`src/rtl/prog_loader.sv`:
```
// Program loader: assembles a host byte stream (16-bit word count, then MSB-first words)
// into memory writes and holds the core in reset until the image is complete.
//
// state   | meaning
// --------+-------------------------------------------------------------
// IDLE    | waiting for start; core reset reflects outcome of last load
// HDR_HI  | accepting word-count high byte
// HDR_LO  | accepting word-count low byte; zero/range decision
// DATA    | accepting bytes of the current word
// WRITE   | one-cycle memory write of the assembled word
// DONE    | one-cycle completion pulse; core released
// ERR     | range violation; sticky err set, core stays in reset
module prog_loader #(
  parameter int WIDTH    = 32,
  parameter int ADDRSIZE = 12
) (
  input  logic                clk,
  input  logic                rst_n,
  input  logic                start,
  input  logic [ADDRSIZE-1:0] base_addr,
  input  logic                in_valid,
  input  logic [7:0]          in_data,
  output logic                in_ready,
  output logic                mem_we,
  output logic [ADDRSIZE-1:0] mem_addr,
  output logic [WIDTH-1:0]    mem_wdata,
  output logic                cpu_reset,
  output logic                busy,
  output logic                done,
  output logic                err
);

  localparam int NBYTES = WIDTH / 8;
  localparam int BIDX_W = (NBYTES > 1) ? $clog2(NBYTES) : 1;
  localparam logic [BIDX_W-1:0] LAST_IDX = BIDX_W'(NBYTES - 1);
  localparam int EXT_W = ADDRSIZE + 17;
  localparam logic [EXT_W-1:0] MEMSIZE_EXT = EXT_W'(1) << ADDRSIZE;

  typedef enum logic [2:0] {
    S_IDLE,
    S_HDR_HI,
    S_HDR_LO,
    S_DATA,
    S_WRITE,
    S_DONE,
    S_ERR
  } state_t;

  state_t              state_q, state_d;
  logic [15:0]         cnt_q, cnt_d;
  logic [ADDRSIZE-1:0] addr_q, addr_d;
  logic [WIDTH-1:0]    word_q, word_d;
  logic [BIDX_W-1:0]   bidx_q, bidx_d;
  logic [ADDRSIZE-1:0] mem_addr_q, mem_addr_d;
  logic [WIDTH-1:0]    mem_wdata_q, mem_wdata_d;
  logic                cpu_reset_q, cpu_reset_d;
  logic                err_q, err_d;

  logic                xfer;
  logic [15:0]         cnt_full;
  logic [EXT_W-1:0]    end_ext;
  logic [WIDTH-1:0]    word_shift;

  // in_ready depends on registered state only
  assign in_ready  = (state_q == S_HDR_HI) || (state_q == S_HDR_LO) || (state_q == S_DATA);
  assign mem_we    = (state_q == S_WRITE);
  assign busy      = (state_q != S_IDLE);
  assign done      = (state_q == S_DONE);
  assign mem_addr  = mem_addr_q;
  assign mem_wdata = mem_wdata_q;
  assign cpu_reset = cpu_reset_q;
  assign err       = err_q;

  assign xfer       = in_valid & in_ready;
  assign cnt_full   = {cnt_q[15:8], in_data};
  assign end_ext    = EXT_W'(addr_q) + EXT_W'(cnt_full);
  assign word_shift = (word_q << 8) | WIDTH'(in_data);

  always_comb begin
    state_d     = state_q;
    cnt_d       = cnt_q;
    addr_d      = addr_q;
    word_d      = word_q;
    bidx_d      = bidx_q;
    mem_addr_d  = mem_addr_q;
    mem_wdata_d = mem_wdata_q;
    cpu_reset_d = cpu_reset_q;
    err_d       = err_q;

    case (state_q)
      S_IDLE: begin
        if (start) begin
          state_d     = S_HDR_HI;
          addr_d      = base_addr;
          cpu_reset_d = 1'b1;
          err_d       = 1'b0;
        end
      end
      S_HDR_HI: begin
        if (xfer) begin
          cnt_d[15:8] = in_data;
          state_d     = S_HDR_LO;
        end
      end
      S_HDR_LO: begin
        if (xfer) begin
          cnt_d = cnt_full;
          if (cnt_full == 16'd0) begin
            state_d     = S_DONE;
            cpu_reset_d = 1'b0;
          end else if (end_ext > MEMSIZE_EXT) begin
            state_d = S_ERR;
            err_d   = 1'b1;
          end else begin
            state_d = S_DATA;
            bidx_d  = '0;
          end
        end
      end
      S_DATA: begin
        if (xfer) begin
          word_d = word_shift;
          if (bidx_q == LAST_IDX) begin
            state_d     = S_WRITE;
            mem_addr_d  = addr_q;
            mem_wdata_d = word_shift;
          end else begin
            bidx_d = bidx_q + BIDX_W'(1);
          end
        end
      end
      S_WRITE: begin
        addr_d = addr_q + ADDRSIZE'(1);
        cnt_d  = cnt_q - 16'd1;
        bidx_d = '0;
        if (cnt_q == 16'd1) begin
          state_d     = S_DONE;
          cpu_reset_d = 1'b0;
        end else begin
          state_d = S_DATA;
        end
      end
      S_DONE:  state_d = S_IDLE;
      S_ERR:   state_d = S_IDLE;
      default: state_d = S_IDLE;
    endcase
  end

  always_ff @(posedge clk or negedge rst_n) begin
    if (!rst_n) begin
      state_q     <= S_IDLE;
      cnt_q       <= '0;
      addr_q      <= '0;
      word_q      <= '0;
      bidx_q      <= '0;
      mem_addr_q  <= '0;
      mem_wdata_q <= '0;
      cpu_reset_q <= 1'b1;
      err_q       <= 1'b0;
    end else begin
      state_q     <= state_d;
      cnt_q       <= cnt_d;
      addr_q      <= addr_d;
      word_q      <= word_d;
      bidx_q      <= bidx_d;
      mem_addr_q  <= mem_addr_d;
      mem_wdata_q <= mem_wdata_d;
      cpu_reset_q <= cpu_reset_d;
      err_q       <= err_d;
    end
  end

endmodule
```
`config.mk`:
```
export PLATFORM = sky130hd
export DESIGN_NAME = prog_loader
export DESIGN_NICKNAME = d
export VERILOG_FILES = /design/src/rtl/prog_loader.sv
export SDC_FILE = /design/constraint.sdc
export NUM_CORES = 1
export LEC_CHECK = 0
export ABC_AREA = 0
export BUFFER_PORTS_ARGS = -buffer_cell sky130_fd_sc_hd__buf_2
export CAP_MARGIN = 20
export CORE_MARGIN = 4
export CORE_UTILIZATION = 52
export CTS_CLUSTER_DIAMETER = 50
export CTS_CLUSTER_SIZE = 12
export DETAILED_ROUTE_END_ITERATION = 16
export GPL_TIMING_DRIVEN = 0
export HOLD_SLACK_MARGIN = 0.12
export PLACE_DENSITY = 0.76
export SLEW_MARGIN = 10
export SYNTH_ARGS = -nofsm -noshare
export SYNTH_HDL_FRONTEND = slang
export SYNTH_SLANG_ARGS = --single-unit
export TNS_END_PERCENT = 30
```
`constraint.sdc`:
```
create_clock -name clk -period 2.9 [get_ports clk]
set_input_delay 0.58 -clock clk [delete_from_list [all_inputs] [get_ports clk]]
set_output_delay 0.58 -clock clk [all_outputs]
set_load 0.02 [all_outputs]
```
# [Word level (Yosys, flattened, before mapping)]
# Index checks and enable logic that the tools add are counted.
[totals] reg_bits=103 inputBits=24
[op_classes] add_sub_neg=4 magnitude_cmp=1 eq_ne=18 muxes=31 bitwise_logic=3 reduce_logical=20
[ops] operator="OR 32 x 8 -> 32 bit" n=1
[ops] operator="2-to-1 mux 3 bit" n=8
[ops] operator="case mux 12 bit (2 select lines)" n=1
[ops] operator="case mux 8 bit (3 select lines)" n=1
[ops] operator="adder 12 x 16 -> 17 bit" n=1
[ops] operator="> comparator 17 x 13 -> 1 bit, second input constant" n=1
[ops] operator="== test 16 x 1 -> 1 bit, second input constant" n=1
[ops] operator="logical NOT 16 bit" n=1
[ops] operator="2-to-1 mux 8 bit" n=2
[ops] operator="case mux 8 bit (2 select lines)" n=1
[ops] operator="subtractor 16 x 1 -> 16 bit, second input constant" n=1
[ops] operator="case mux 3 bit (5 select lines)" n=1
[ops] operator="AND reduction 5 bit" n=3
[ops] operator="!= test 2 bit, second input constant" n=7
[ops] operator="adder 12 x 1 -> 12 bit, second input constant" n=1
[ops] operator="2-to-1 mux 12 bit" n=1
[ops] operator="2-to-1 mux 2 bit" n=5
[ops] operator="nonzero test 3 bit" n=3
[ops] operator="2-to-1 mux 1 bit" n=8
[ops] operator="!= test 2 x 1 -> 1 bit, second input constant" n=4
[ops] operator="nonzero test 2 bit" n=4
[ops] operator="== test 3 x 2 -> 1 bit, second input constant" n=2
[ops] operator="== test 3 bit, second input constant" n=2
[ops] operator="case mux 2 bit (3 select lines)" n=1
[ops] operator="12 further kinds" n=16

# [Logic depth before layout (Yosys ltp)]
# Gate-level depths: netlist (run 1).
[logic_depth] word_depth=6 mapped_depth=10 mapped_depth_nobuf=10

# [Least setup slack after synthesis (run 1)]
# OpenSTA, ideal clock, no wires.
[synth_path] path_type="input to register" startpoint="input port in_data[0]" endpoint="register err_q (netlist: err)" arrival_ns=2.741 required_time_ns=2.778 setup_slack_ns=0.038 path_stages=10 path_buffers=0 cell_sequence="ha_1 -> fa_1 -> a211oi_1 -> nor3b_1 -> a211oi_1 -> o21ai_0 -> xnor2_1 -> a41oi_1 -> nand4bb_1 -> a32o_1"
[synth_between] elab_chain_len=4 word_cells_on_any_way=6 cone_classes="add/sub: 1; order compare: 1; eq/ne: 2; reduce/logical: 2"
[synth_lines] element="start, declared" line_no="22" text="input logic [7:0] in_data,"
[synth_lines] element="adder 12 x 16 -> 17 bit" line_no="76" text="assign end_ext = EXT_W'(addr_q) + EXT_W'(cnt_full);"
[synth_lines] element="> comparator 17 x 13 -> 1 bit" line_no="111" text="end else if (end_ext > MEMSIZE_EXT) begin"
[synth_lines] element="!= test 2 x 1 -> 1 bit (no source line)"
[synth_lines] element="AND reduction 5 bit (no source line) *"
[synth_lines] element="end signal, assigned" line_no="169" text="err_q <= err_d;"
[synth_lines] element="end, declared" line_no="57" text="logic err_q, err_d;"
# Every way passes the cells marked *; elsewhere a longest branch is shown, timed or not.
# A chain may end at the register's enable or synchronous reset.

# [Worst setup path in the final report (run 1)]
[layout_path] startpoint="register addr_q[0]" endpoint="register state_q[0]"
[layout_between] elab_chain_len=6
[layout_lines] element="start, declared" line_no="51" text="logic [ADDRSIZE-1:0] addr_q, addr_d;"
[layout_lines] element="start signal, assigned" line_no="163" text="addr_q <= addr_d;"
[layout_lines] element="adder 12 x 16 -> 17 bit" line_no="76"
[layout_lines] element="> comparator 17 x 13 -> 1 bit" line_no="111"
[layout_lines] element="2-to-1 mux 3 bit" line_no="111"
[layout_lines] element="2-to-1 mux 3 bit" line_no="108" text="if (cnt_full == 16'd0) begin"
[layout_lines] element="2-to-1 mux 3 bit" line_no="106" text="if (xfer) begin"
[layout_lines] element="case mux 3 bit (5 select lines)" line_no="90" text="case (state_q)"
[layout_lines] element="end signal, assigned" line_no="161" text="state_q <= state_d;"
[layout_lines] element="end, declared" line_no="49" text="state_t state_q, state_d;"
# No other way between the ends. The select of a mux whose other input is x is not followed.

==> results.toml, run 1 <==
[yosys]
ys.warnings.count = 0
yosysTopAreaCell = "dfrtp_1"
postSynthRegisterBits = 103
synth_compound_area_share_pct = 16.35
synth_edf_count = 0
syn_avg_cell_area_um2 = 10.28
syn_inst = 524
synth.distinct_cells = 58
synthSimpleGateAreaFrac_pct = 13.75
syn_area_mm2 = 0.005386
synth_top_family_by_area = "compound AO/OA/AOI/OAI gates"
synthMuxAreaShare_pct = 14.98
synth_adder_area_share_pct = 4.088
yosysSeqAreaShare_pct = 47.87
synthFlopType = "dfrtp_1"
synth-xor-area-share_pct = 0.3252
synth_async_sr_flop_share_pct = 100.0
synth_largest_type_area_fraction_pct = 47.39
synth_nets = 565
synth_area_leaders = "dfrtp_1 (47%), mux2_2 (14%), a21oi_1 (4.0%)"

[clock_network]
cts_tree = "done"
cts_root_buf = "clkbuf_8"
cts_max_level = 3
cts_inserted_buffers = 9
clockBufferDepth = 2
clkLatencyLatePin_ns = 0.37
clock_sinks = 103
clk_pin_slew_ns = 0.11

[floorplan]
core_area_mm2 = 0.009910
io_pins = 74
die_area_mm2 = 0.01205
rows = 36
die_h_um = 109.8
start_util_pct = 54.36
die_w_um = 109.8

[min_path]
hold_path.class = "in2async"

[power_and_ir_drop]
leakage_uw = 0.002862
peakVddDrop_mv = 0.4651
power_density_mw_per_mm2 = 1100

[placed_design]
gp_congestion = 0.9556
pre_cts_ws_ns = -0.5945
hpwl_um = 10350
port_buffers = 72

[sta]
relSlewSlack_pct = 42.86
post-route-period-util_pct = 96.97
final_max_slew_viol_count = 0
fmax_mhz = 355.6
fin_tns_setup_ns = 0
setup_viol = 0
setup_slack_ns = 0.08778
finalHoldViolations = 0
tightest_slew_ns = 0.8506
clock_skew_ns = 0.01118
hold_slack_ns = 0.1929
finalWorstPathRequiredPeriod_ns = 2.812

[finish]
mostFrequentLayoutCell = "dfrtp_1"
n_antenna_cell = 0
final_cell_mix = "dfrtp_1 (100), buf_2 (73), mux2_2 (69)"
area_growth_pct = 15.35
drive_gt1_share_pct = 30.73
nets = 651

[routing]
drtPass1Iterations = 5
routed_wl_um = 14430
drc_errors = 0
wl_met2_um = 6892
drt-initial-drc-count = 235
topRoutingLayerUsed = "met4"
met3WireLength_um = 1092
drtAntennaViolNets = 0
wl_met1_um = 6207
vias_per_cell = 6.168
vias = 4614
wire_per_inst_um = 19.29

[grt]
grt_pass1_wl_um = 22780
grt_use_total_pct = 24.72
antenna_found_initial = 0
grt_pass1_vias = 4529
overflow = 0
grt_max_degree = 64

[job]
cap_violations = 0

[run_status]
status = "finished clean"

[setup_path]
cp_max_fo = 6
critPathRequiredTime_ns = 3.20
startpoint = "addr_q[0]$_DFFE_PN0P_"
r2r_slack_ns = 0.09
worst_r2r_startpoint = "addr_q[0]$_DFFE_PN0P_"
arrival_ns = 3.11
start_kind = "flip-flop"
r2r_end = "state_q[0]$_DFFE_PN0P_"
r2r_cells = 11
endpoint = "state_q[0]$_DFFE_PN0P_"
path_class = "reg2reg"
cp-end-kind = "flip-flop"
## kinds of logic (layout without fill, tap and decap cells)
logic type / Yosys count / in the layout
xor+xnor: 2 / 2
compound gates: 145 / 145
fa+ha+maj: 17 / 17
mux: 72 / 72
simple gates: 149 / 149
flops: 103 / 103
buf+inv: 36 / 127
## power breakdown
group          switching, uW  internal (uW)  total, uW
combinational           2040           1390       3430
sequential               525           1990       2520
clock                    550            337        887
total                   3110           3720       6840
## critical path, stage by stage, from the launching register on
cell and delay, ns:
dfrtp_2 0.46, ha_4 0.18, fa_2 0.41, a211oi_2 0.30
nor3b_2 0.12, a211oi_2 0.26, o21ai_1 0.11, xnor2_1 0.25
a41oi_2 0.08, nand4bb_1 0.26, buf_4 0.16, a31oi_1 0.14
## through the flow
step                total power, uW  std cells  area [um^2]  utilization, %
floorplan                      4761        524         5386               -
global placement               5572        729         5913           59.67
detailed placement             5734        730         5943           59.97
CTS                            6683        746         6165           62.21
global route                   7316        748         6213           62.70
finish                         6837        748         6213           62.70
## worst min-delay path by stage
stage	from	to	slack [ns]	cells after the start
detailed placement	mem_wdata[28]$_DFFE_PN0P_	mem_wdata[28]$_DFFE_PN0P_	0.49	1
CTS	rst_n	mem_wdata[0]$_DFFE_PN0P_	0.20	1
floorplan	rst_n	addr_q[0]$_DFFE_PN0P_	0.28	0
finish	rst_n	mem_wdata[0]$_DFFE_PN0P_	0.19	1
global route	rst_n	word_q[22]$_DFFE_PN0P_	0.23	1
global placement	word_q[23]$_DFFE_PN0P_	mem_wdata[31]$_DFFE_PN0P_	0.48	1
## repair_timing
action,in CTS,in global routing
endpoints found under the setup margin,5,5
hold buffers,0,0
buffers inserted,1,2
pin swaps,3,11
gates resized for setup,6,13
## cells in the mapped netlist, drive strengths merged, types with 3 or more instances
master and n:
nor4 9, a211oi 3, o21a 3, o21ai 41
nand3 20, a22oi 4, a31oi 8, clkbuf 20
and3 5, a21oi 43, o311ai 5, mux2 69
buf 3, dfrtp 102, mux2i 3, inv 13
nand4 7, nor2b 5, or4 3, nand2 45
nor2 32, ha 16, a21o 4, o211ai 3
o22ai 15, nor3 12
## registers in the layout, summed over array words and instances, names as in the netlist
register	flops
addr_q	12
bidx_q	2
cnt_q	16
cpu_reset	1
err	1
mem_addr	12
mem_wdata	32
state_q	3
word_q	24
## layout make-up
type / instances / area, um^2
inverter: 13 / 48.80
sequential: 103 / 2581
fill: 854 / 3696
tap: 133 / 166.4
timing repair buffer: 76 / 412.9
buffer: 22 / 90.09
multi-input combinational: 385 / 2723
clock buffer: 10 / 127.6
clock inverter: 6 / 63.81
## routing by layer
metal  up-vias  track usage, %
met5         -               0
met4         0           8.549
met2       178           39.80
li1       2133               -
met3        27           4.169
met1      2276           33.91
No activity file was read; power rests on OpenSTA's default activity.
==> run 2: changes to the inputs <==
--- a/config.mk
+++ b/config.mk
@@ -8,14 +8,16 @@
 export ABC_AREA = 0
 export BUFFER_PORTS_ARGS = -buffer_cell sky130_fd_sc_hd__buf_2
 export CAP_MARGIN = 20
+export CELL_PAD_IN_SITES_DETAIL_PLACEMENT = 1
+export CELL_PAD_IN_SITES_GLOBAL_PLACEMENT = 1
 export CORE_MARGIN = 4
-export CORE_UTILIZATION = 52
+export CORE_UTILIZATION = 41
 export CTS_CLUSTER_DIAMETER = 50
 export CTS_CLUSTER_SIZE = 12
 export DETAILED_ROUTE_END_ITERATION = 16
 export GPL_TIMING_DRIVEN = 0
 export HOLD_SLACK_MARGIN = 0.12
-export PLACE_DENSITY = 0.76
+export PLACE_DENSITY_LB_ADDON = 0.1
 export SLEW_MARGIN = 10
 export SYNTH_ARGS = -nofsm -noshare
 export SYNTH_HDL_FRONTEND = slang
==> run 2 against run 1 <==
Against the previous run: sequential power about the same; non-clock buffer count unchanged; wire length increased by 14%; die area increased by 25%; final cell count increased by 5.1%; hold slack got worse by 0.058 ns; worst setup slack improved by 0.025 ns; critical endpoint is now err$_DFFE_PN0P_; largest cell class unchanged.
==> results.toml, run 2 (same netlist as run 1, synthesis figures left out) <==
[floorplan]
io_pins = 74
start_util_pct = 42.34
die_w_um = 122.6
die_h_um = 122.6
core_area_mm2 = 0.01272
die_area_mm2 = 0.01504
rows = 41

[power_and_ir_drop]
peakVddDrop_mv = 0.3768
power_density_mw_per_mm2 = 1145
leakage_uw = 0.002923

[clock_network]
clock_sinks = 103
clk_pin_slew_ns = 0.07
cts_max_level = 3
cts_inserted_buffers = 9
cts_tree = "done"
clkLatencyLatePin_ns = 0.36
cts_root_buf = "clkbuf_16"
clockBufferDepth = 2
hold_buffers = 0

[setup_path]
crit_chain = "ha_2, fa_2, a211oi_4, nor3b_2, a211oi_2, o21ai_0, xnor2_1, a41oi_2, nand4bb_1, a32o_1"
arrival_ns = 3.04
worst_path_max_delay_cell = "dfrtp_2"
max_stage_delay_ns = 0.45
cp-end-kind = "flip-flop"
worst-path-buf-inv = 0
cp_max_fo = 6
critPathRequiredTime_ns = 3.16
path_class = "reg2reg"
crit_family = "compound AO/OA/AOI/OAI gates"
start_kind = "flip-flop"

[routing]
vias = 4558
wl_met1_um = 7278
drt-initial-drc-count = 325
wl_met2_um = 7972
routed_wl_um = 16390
vias_per_cell = 5.799
drtPass1Iterations = 4
drc_errors = 0
topRoutingLayerUsed = "met4"
drtAntennaViolNets = 0
met3WireLength_um = 848
wire_per_inst_um = 20.85

[sta]
fmax_mhz = 358.8
fin_tns_setup_ns = 0
rsz0062_at_grt = "yes"
final_max_slew_viol_count = 0
relSlewSlack_pct = 38.80
clock_skew_ns = 0.008010
hold_slack_ns = 0.1354
tightest_slew_ns = 0.9110
setup_viol = 0
finalHoldViolations = 0
finalWorstPathRequiredPeriod_ns = 2.787
post-route-period-util_pct = 96.10

[finish]
drive_gt1_share_pct = 31.27
final_cell_mix = "dfrtp_1 (100), buf_2 (73), mux2_2 (69)"
area_growth_pct = 18.70
finalInstanceArea_mm2 = 0.006394
nFillCells = 1438
largest_reg_flops = 32
nets = 651
n_antenna_cell = 0
mostFrequentLayoutCell = "dfrtp_1"

[job]
cap_violations = 0

[grt]
grt_pass1_vias = 4813
grt_use_total_pct = 22.98
grt_pass1_wl_um = 26170
grt_max_degree = 61
antenna_found_initial = 0
overflow = 0

[run_status]
status = "finished clean"

[min_path]
hold_path.class = "in2async"

[placed_design]
gp_congestion = 0.9422
hpwl_um = 11890
port_buffers = 72
placed_area_mm2 = 0.005996
## run 2: changes by cell type in the layout (fill, tap and decap cells not counted), sizes merged
| cell | before | now |
|---|---|---|
| clkbuf | 29 | 28 |
| buf | 79 | 80 |
| clkinv | 2 | 1 |
| inv | 16 | 15 |
| bufinv | 0 | 1 |
## run 2: metal layers
metal / track usage (%) / vias to the layer above
li1: - / 2120
met1: 30.46 / 2316
met2: 38.27 / 101
met3: 3.456 / 21
met4: 8.397 / 0
met5: 0 / -
## run 2: final cells by class
class,count,area [um^2],share of cell area [%]
Multi-Input combinational cell,385,2733,42.74
Clock buffer,10,239.0,3.738
Inverter,13,48.80,0.7632
Timing Repair Buffer,77,424.2,6.634
Sequential cell,103,2581,40.37
Buffer,21,86.33,1.350
Tap cell,172,215.2,3.366
Clock inverter,5,66.31,1.037
## run 2: per-stage QoR
step / power, uW / instances / util (%) / setup slack (ns)
3_3_place_gp: 5688 / 768 / 46.86 / -0.5339
2_1_floorplan: 4761 / 524 / - / 0.03767
5_1_grt: 7853 / 786 / 50.26 / -0.04695
6_report: 7319 / 786 / 50.26 / 0.1131
4_1_cts: 7197 / 782 / 49.70 / 0.005797
3_5_place_dp: 5846 / 769 / 47.13 / -0.6194
## run 2: timing repair
item,in CTS,in global routing
resized for setup,8,12
endpoints found under the setup margin,5,7
pin swaps,1,5
setup buffers,0,4
cloned,0,0
## run 2: path summary, 6_finish.rpt
kind                                          from                         to  slack, ns  cells after the start
max                          addr_q[0]$_DFFE_PN0P_            err$_DFFE_PN0P_       0.11                     10
min                                          rst_n  mem_wdata[29]$_DFFE_PN0P_       0.14                      1
max reg2reg                  addr_q[0]$_DFFE_PN0P_            err$_DFFE_PN0P_       0.11                     10
min reg2reg                mem_addr[9]$_DFFE_PN0P_    mem_addr[9]$_DFFE_PN0P_       0.50                      1
max in group asynchronous                    rst_n      cpu_reset$_DFFE_PN1P_       2.09                      2
min in group clk                      base_addr[4]      addr_q[4]$_DFFE_PN0P_       0.49                      3
## run 2: power by group
| group | switching [uW] | leakage (uW) | internal [uW] |
|---|---|---|---|
| Combinational | 2100 | 0.00147 | 1410 |
| Clock | 580 | 0.000147 | 699 |
| Sequential | 534 | 0.00131 | 2000 |
